### config.mk
export PLATFORM = sky130hd
export DESIGN_NAME = pool_layer_1
export DESIGN_NICKNAME = d
export VERILOG_FILES = /design/src/rtl/pool_layer_1.sv
export SDC_FILE = /design/constraint.sdc
export NUM_CORES = 1
export LEC_CHECK = 0
export CAP_MARGIN = 20
export CELL_PAD_IN_SITES_DETAIL_PLACEMENT = 1
export CELL_PAD_IN_SITES_GLOBAL_PLACEMENT = 1
export CORE_MARGIN = 3
export CORE_UTILIZATION = 53
export DETAILED_ROUTE_END_ITERATION = 8
export GPL_ROUTABILITY_DRIVEN = 0
export PLACE_DENSITY_LB_ADDON = 0.08
export SLEW_MARGIN = 20
export SYNTH_ARGS = -nofsm -noshare
export SYNTH_HDL_FRONTEND = slang
export SYNTH_SLANG_ARGS = --single-unit
### constraint.sdc
create_clock -name clk -period 5.8 [get_ports clk]
set_clock_uncertainty 0.1 [all_clocks]
set_input_delay 1.16 -clock clk [delete_from_list [all_inputs] [get_ports clk]]
set_output_delay 1.16 -clock clk [all_outputs]
set_load 0.005 [all_outputs]
### src/rtl/pool_layer_1.sv
`timescale 1ns/1ps
`default_nettype none
// ============================================================================
// Module   : pool_layer_1
// Brief    : Streaming 2x2 / stride-2 signed max-pool over CHANNELS parallel
//            feature maps. One half-width line buffer holds the partial maxima
//            of the even row, so no full frame is ever stored.
// Options  : define POOL1_RELU_EN to clamp negative pooled results to zero
//            (fused ReLU) before they reach the output register.
// Revision : 1.0 - initial release
// ============================================================================
module pool_layer_1 #(
  parameter int BITWIDTH = 16,
  parameter int WIDTH    = 28,
  parameter int HEIGHT   = 28,
  parameter int CHANNELS = 2
) (
  input  logic                         clk,
  input  logic                         rst_n,
  input  logic                         in_valid,
  output logic                         in_ready,
  input  logic [CHANNELS*BITWIDTH-1:0] in_data,
  output logic                         out_valid,
  input  logic                         out_ready,
  output logic [CHANNELS*BITWIDTH-1:0] out_data,
  output logic                         out_last
);

  localparam int c_DW   = CHANNELS * BITWIDTH;
  localparam int c_HALF = WIDTH / 2;
  localparam int c_CW   = (WIDTH  > 1) ? $clog2(WIDTH)  : 1;
  localparam int c_RW   = (HEIGHT > 1) ? $clog2(HEIGHT) : 1;
  localparam int c_LW   = (c_HALF > 1) ? $clog2(c_HALF) : 1;

  // Raster position of the next pixel to be accepted
  logic [c_CW-1:0] col_q, col_d;
  logic [c_RW-1:0] row_q, row_d;
  // Left pixel of the current horizontal pair
  logic [c_DW-1:0] hreg_q, hreg_d;
  // Output register
  logic            out_valid_q, out_valid_d;
  logic [c_DW-1:0] out_data_q, out_data_d;
  logic            out_last_q, out_last_d;
  // Partial (even-row) maxima, one entry per output column
  logic [c_DW-1:0] linebuf_q [c_HALF];

  logic            w_accept;
  logic            w_col_odd;
  logic            w_row_odd;
  logic            w_col_last;
  logic            w_row_last;
  logic            w_load;
  logic            w_lb_wr;
  logic [c_LW-1:0] w_lb_idx;
  logic [c_DW-1:0] w_lb_rd;
  logic [c_DW-1:0] w_pair;
  logic [c_DW-1:0] w_res;

  // The output register never gets overwritten: input stalls while it is full
  // and not draining, which stalls the whole stream.
  assign in_ready   = !out_valid_q || out_ready;
  assign w_accept   = in_valid && in_ready;
  assign w_col_odd  = col_q[0];
  assign w_row_odd  = row_q[0];
  assign w_col_last = (col_q == c_CW'(WIDTH - 1));
  assign w_row_last = (row_q == c_RW'(HEIGHT - 1));
  assign w_load     = w_accept && w_col_odd && w_row_odd;
  assign w_lb_wr    = w_accept && w_col_odd && !w_row_odd;
  assign w_lb_idx   = c_LW'(col_q >> 1);
  assign w_lb_rd    = linebuf_q[w_lb_idx];

  // Per-channel signed comparison tree: pair max, then window max
  for (genvar c = 0; c < CHANNELS; c++) begin : g_ch
    logic signed [BITWIDTH-1:0] w_in;
    logic signed [BITWIDTH-1:0] w_h;
    logic signed [BITWIDTH-1:0] w_lb;
    logic signed [BITWIDTH-1:0] w_pmax;
    logic signed [BITWIDTH-1:0] w_wmax;

    assign w_in   = $signed(in_data[c*BITWIDTH +: BITWIDTH]);
    assign w_h    = $signed(hreg_q[c*BITWIDTH +: BITWIDTH]);
    assign w_lb   = $signed(w_lb_rd[c*BITWIDTH +: BITWIDTH]);
    assign w_pmax = (w_in > w_h) ? w_in : w_h;
    assign w_wmax = (w_lb > w_pmax) ? w_lb : w_pmax;

    assign w_pair[c*BITWIDTH +: BITWIDTH] = w_pmax;
`ifdef POOL1_RELU_EN
    assign w_res[c*BITWIDTH +: BITWIDTH]  = w_wmax[BITWIDTH-1] ? '0 : w_wmax;
`else
    assign w_res[c*BITWIDTH +: BITWIDTH]  = w_wmax;
`endif
  end

  // Next-state: raster counters, pair register and output register
  always_comb begin
    col_d       = col_q;
    row_d       = row_q;
    hreg_d      = hreg_q;
    out_valid_d = out_valid_q;
    out_data_d  = out_data_q;
    out_last_d  = out_last_q;

    if (w_accept) begin
      if (!w_col_odd) begin
        hreg_d = in_data;
      end
      if (w_col_last) begin
        col_d = '0;
        row_d = w_row_last ? '0 : row_q + 1'b1;
      end else begin
        col_d = col_q + 1'b1;
      end
    end

    // A fresh result takes priority over a simultaneous transfer
    if (w_load) begin
      out_valid_d = 1'b1;
      out_data_d  = w_res;
      out_last_d  = w_row_last && w_col_last;
    end else if (out_ready) begin
      out_valid_d = 1'b0;
    end
  end

  // State register with asynchronous reset
  always_ff @(posedge clk or negedge rst_n) begin
    if (!rst_n) begin
      col_q       <= '0;
      row_q       <= '0;
      hreg_q      <= '0;
      out_valid_q <= 1'b0;
      out_data_q  <= '0;
      out_last_q  <= 1'b0;
    end else begin
      col_q       <= col_d;
      row_q       <= row_d;
      hreg_q      <= hreg_d;
      out_valid_q <= out_valid_d;
      out_data_q  <= out_data_d;
      out_last_q  <= out_last_d;
    end
  end

  // Line buffer write on odd columns of even rows; written before every read
  always_ff @(posedge clk) begin
    if (w_lb_wr) begin
      linebuf_q[w_lb_idx] <= w_pair;
    end
  end

  assign out_valid = out_valid_q;
  assign out_data  = out_data_q;
  assign out_last  = out_last_q;

endmodule
`default_nettype wire

After elaboration in Yosys (flattened, before gate mapping)

Memory sizes are Yosys's and may differ from the RTL's.
Cells that the tools add are included.

Flip-flop bits (word level): 76
Memories kept: 1
RAM bits: 448
Word-level logic and storage cells: 37

Multiplexer cells: 10
Add/subtract/negate cells: 2
Bitwise logic cells: 1
Equality and inequality tests: 2
Reductions and logical operators: 11
$lt $le $gt $ge: 4

Memories:

| name      | words | width | rd ports | clocked after memory_dff | write ports | RTL line | source |
|---|---|---|---|---|---|---|---|
| linebuf_q | 14    | 32    | 1        | 0                        | 1           | 45       | `logic [c_DW-1:0] linebuf_q [c_HALF];` |

Operator list:

| cell                                                          | count |
|---|---|
| 16-bit greater-than comparator                                | 4 |
| 16-bit 2-to-1 mux                                             | 4 |
| 5-bit by 1-bit adder with 5-bit output, second input constant | 2 |
| 5-bit equality test, second input constant                    | 2 |
| 5-bit 2-to-1 mux                                              | 2 |
| 1-bit logical AND                                             | 5 |
| 1-bit 2-to-1 mux                                              | 4 |
| 2-bit AND reduction                                           | 2 |
| 1-bit logical NOT                                             | 2 |
| 2-bit nonzero test                                            | 1 |
| 1-bit logical OR                                              | 1 |
| 1-bit NOT                                                     | 1 |

Logic depth before layout (Yosys ltp)

Depth after elaboration: 7
Depth in mapped cells: 21

Least setup slack after synthesis

No wires, ideal clock.

Path kind: input port to flip-flop
Start point: in in_data[27]
End point: reg out_data_q[23], in the netlist out_data[23]
Path slack: 0.529 ns
Stages on the path: 19
Data required time: 5.574 ns
Data arrival time: 5.045 ns
Buffers on the path: 4
Library setup time: 0.126 ns
Cells stage by stage: ha_1 -> a21oi_2 -> o21a_1 -> o2bb2ai_1 -> or4_1 -> a22o_1 -> buf_6 -> buf_12 -> mux2_4 -> inv_1 -> ha_1 -> nand4_1 -> a2111o_1 -> o211ai_1 -> mux2_2 -> and2_1 -> clkbuf_1 -> buf_2 -> a221o_1

Word-level cells in the longest chain between the ends: 4

Ends and longest elaborated chain:

| what                           | RTL line | source |
|---|---|---|
| start: declaration             | 22       | `input logic [CHANNELS*BITWIDTH-1:0] in_data,` |
| 16-bit greater-than comparator | 83       | `assign w_pmax = (w_in > w_h) ? w_in : w_h;` |
| 16-bit 2-to-1 mux              | 83       |  |
| net g_ch[1].w_pmax[15]         | 77       | `logic signed [BITWIDTH-1:0] w_pmax;` |
| 16-bit greater-than comparator | 84       | `assign w_wmax = (w_lb > w_pmax) ? w_lb : w_pmax;` |
| 16-bit 2-to-1 mux              | 84       |  |
| end signal: assignment         | 139      | `out_data_q <= out_data_d;` |
| end: declaration               | 42       | `logic [c_DW-1:0] out_data_q, out_data_d;` |

The timed path passes the listed nets, and every way through them passes these cells.
A chain may end at the register's enable or synchronous reset.

Final worst setup path

Start point: in in_data[17]
End point: reg out_data_q[23], in the netlist out_data[23]

Word-level cells in the longest chain between the ends: 4

Ends and longest elaborated chain:

| what                               | RTL line |
|---|---|
| 16-bit greater-than comparator     | 83 |
| 16-bit 2-to-1 mux (*)              | 83 |
| net g_ch[1].w_pmax[1]              | 77 |
| 16-bit greater-than comparator (*) | 84 |
| 16-bit 2-to-1 mux (*)              | 84 |

Mark *: on every way through the listed nets, which the timed path passes. The rest lies on a longest branch.

==> flow_metrics.tcl <==
set metrics [dict create \
    outcome "complete, no violations" \
    critical_path_class "primary input to flop" \
    pwr-share-comb 0.368 \
    clockRootBuffer "clkbuf_16" \
    finalNetCount 1494 \
    vias 12100 \
    die_width_um 211 \
    ys_async_sr_fraction 0.145 \
    slew_viol_final 0 \
    irDropWorstVdd_uv 333 \
    powerDensity_nw_per_um2 547 \
    yosysTopAreaCellShare 0.604 \
    drive_gt1_frac 0.242 \
    muxShareOfSynthArea 0.164 \
    postCtsSetupBuffers 0 \
    synth_top_family_by_area "multiplexers" \
    crit_arrival_ps 5720 \
    grt_pass1_vias 13300 \
    cts_max_path_buffers 3 \
    syn-cell-area_um2 22300 \
    cts_tree "built" \
    grt_antenna_before_repair 0 \
    clockPowerShare 0.242 \
    initial_utilization 0.540 \
    area_delta_synth_final_pct 16.2 \
    cp_slowest_cell "clkdlybuf4s50_1" \
    grt_pass1_wl_um 83900 \
    ant_nets 0 \
    grt_setup_unrepaired "false" \
    totalWireLength_um 54600 \
    synth_seq_cells 524 \
    synth_top_area_cell "edfxtp_1" \
    min_path_cells 2 \
    antenna_cells 0 \
    ys_top_cells_by_count "edfxtp_1, mux4_2, nand2_1" \
    period_share 0.923 \
    cp_cell_sequence "clkdlybuf4s50_1 > ha_1 > nor2b_1 > o211ai_1 > a21boi_2 > or4_1 > a22o_1 > buf_12 > mux2_2 > inv_1 > ha_1 > nor2b_1 > o211ai_1 > a2111o_1 > o211ai_1 > mux2_2 > and2_1 > a221o_1" \
    first_pass_iters 5 \
    wl_per_cell_um 27.7 \
    grt_use_total 0.254 \
    synth.distinct_cells 50 \
    rows 74 \
    core_um2 41200 \
    synth_edf_count 448 \
    io_buffers 70 \
    p_switching_w 0.00471 \
    min_path_type "flop to flop" \
    final_cells 1968 \
    synth_flop_cell "edfxtp_1" \
    cp_data_required_time_ps 6170 \
    crit_path_end_kind "flop" \
    hpwlAfterDp_um 33500 \
    drc 0 \
    p_int_w 0.00945 \
    slew_headroom 0.282 \
    ys_warn_count 0 \
    cts.sink_count 524 \
    cap_violations 0 \
    cts_buffers 53 \
    num_io_pins 71 \
    synth_area_per_cell_um2 17.7 \
    crit_top_cell "o211ai_1" \
    worstReg2RegEnd "out_data[23]" \
    yosys.area_share.xor_xnor 0 \
    drt_first_iter_violations 1128 \
    die_area_um2 44500 \
    setup_viol 0 \
    start_kind "primary input" \
    dp.cells 1867 \
    cts_resized 0 \
    clk_latency_ps 600 \
    synth_adder_area_share 0.0371 \
    ys_seq_area_frac 0.690 \
    p_leak_nw 9.02 \
    max_freq_ghz 0.187 \
    slowest_delay_ps 490 \
    final.hold.worst_slack_ps 391 \
    worst_slew_pin_slew_ps 1080 \
    report.final.hold_viol_count 0 \
    synth-compound-area-share 0.0387 \
    synth.most_common_cell "edfxtp_1" \
    swShare 0.333 \
    die_h_um 211 \
    cp_max_fo 16 \
    h-tree-depth 2 \
    cts.clk_slew.worst_paths_ps 60 \
    yosys-top-cells-area "edfxtp_1, mux4_2, dfrtp_1, ha_1, mux2_2" \
    yosys.area_share.simple 0.0466 \
    grt_max_degree 68 \
    sequentialPowerShare 0.390 \
    routed_via_density 6.14 \
    min-delay-start "out_last" \
    overflow 0 \
    hold_end "out_last" \
    cts.hold.buffers_added 0 \
    synth_fp_nets 1363 \
    reg2reg_slack_ps 1000 \
    fillers 3523 \
    synth_cells 1261 \
    worstReg2RegStart "col_q[1]" \
    r2r_cells 10 \
    period_needed_ps 5350 \
]
-- worst max-delay path: cells and delay by family --
kind,cells,cell delay [ps]
AOI/OAI and AO/OA,7,1520
adders and majority gates,2,640
buffers and inverters,3,710
muxes,2,610
and+or+nand+nor,4,1080
-- worst max-delay path by stage --
stage	from	to	slack, ps	depth (start not counted)
2_1_floorplan	in_data[27]	out_data[23]	530	19
3_3_place_gp	in_data[17]	out_data[25]	50	18
3_5_place_dp	in_data[31]	out_data[23]	-160	18
4_1_cts	in_data[31]	out_data[23]	480	18
5_1_grt	in_data[31]	out_data[23]	230	18
6_report	in_data[17]	out_data[23]	450	18
-- state kept, by name (all words and copies together) (netlist names) --
signal / count
out_data: 32
hreg_q: 32
out_last: 1
linebuf_q: 448
out_valid: 1
col_q: 5
row_q: 5
-- metrics by stage --
step	power (W)	worst slack (ps)	util	TNS, ps	area (µm²)
after floorplan	0.00879	529	-	0	22300
after detailed placement	0.0108	-160	0.584	-2280	24100
after CTS	0.0142	479	0.627	0	25800
final	0.0142	447	0.628	0	25900
after global routing	0.0149	233	0.628	0	25900
after global placement	0.0106	45.4	0.584	0	24100
-- per-layer routing --
metal / vias up / routed length (µm) / global-route usage
met5: - / 0 / 0
met4: 0 / 1150 / 0.0718
met3: 75 / 2440 / 0.0346
met2: 294 / 28200 / 0.437
met1: 6459 / 22800 / 0.346
li1: 5256 / - / -
-- cell type report --
class / count / area [µm²] / share of cell area
Inverter: 66 / 248 / 0.00958
Clock buffer: 75 / 1470 / 0.0569
Sequential cell: 524 / 15400 / 0.594
Multi-Input combinational cell: 607 / 6490 / 0.251
Timing Repair Buffer: 140 / 1360 / 0.0527
Tap cell: 532 / 666 / 0.0257
Clock inverter: 24 / 269 / 0.0104
-- kinds of logic (layout without fill, tap and decap cells) --
family,Yosys count,after routing
adder cells (fa/ha/maj),66,66
multiplexers,197,197
AND/OR/NAND/NOR,214,214
flip-flops,524,524
buffers and inverters,130,305
AO/OA/AOI/OAI,130,130
-- placed cells by master, fill, tap and decap left out, types with 18 or more instances in the layout --
cell,instances
edfxtp_1,448
mux4_2,126
nand2_1,102
dfrtp_1,72
clkdlybuf4s50_1,69
inv_1,66
ha_1,66
buf_4,61
clkbuf_16,55
o21ai_0,44
mux2_2,41
a21oi_1,27
nor2_1,25
o211ai_1,20
mux2i_1,20
clkbuf_1,18
-- power by group through the flow --
stage / logic (W) / clock network, W / registers, W
2_1_floorplan: 0.00350 / 0 / 0.00528
3_3_place_gp: 0.00500 / 0 / 0.00558
3_5_place_dp: 0.00519 / 0 / 0.00559
4_1_cts: 0.00523 / 0.00349 / 0.00552
5_1_grt: 0.00571 / 0.00366 / 0.00557
6_report: 0.00521 / 0.00342 / 0.00552
Note: power is estimated with default switching activity, not from simulation.
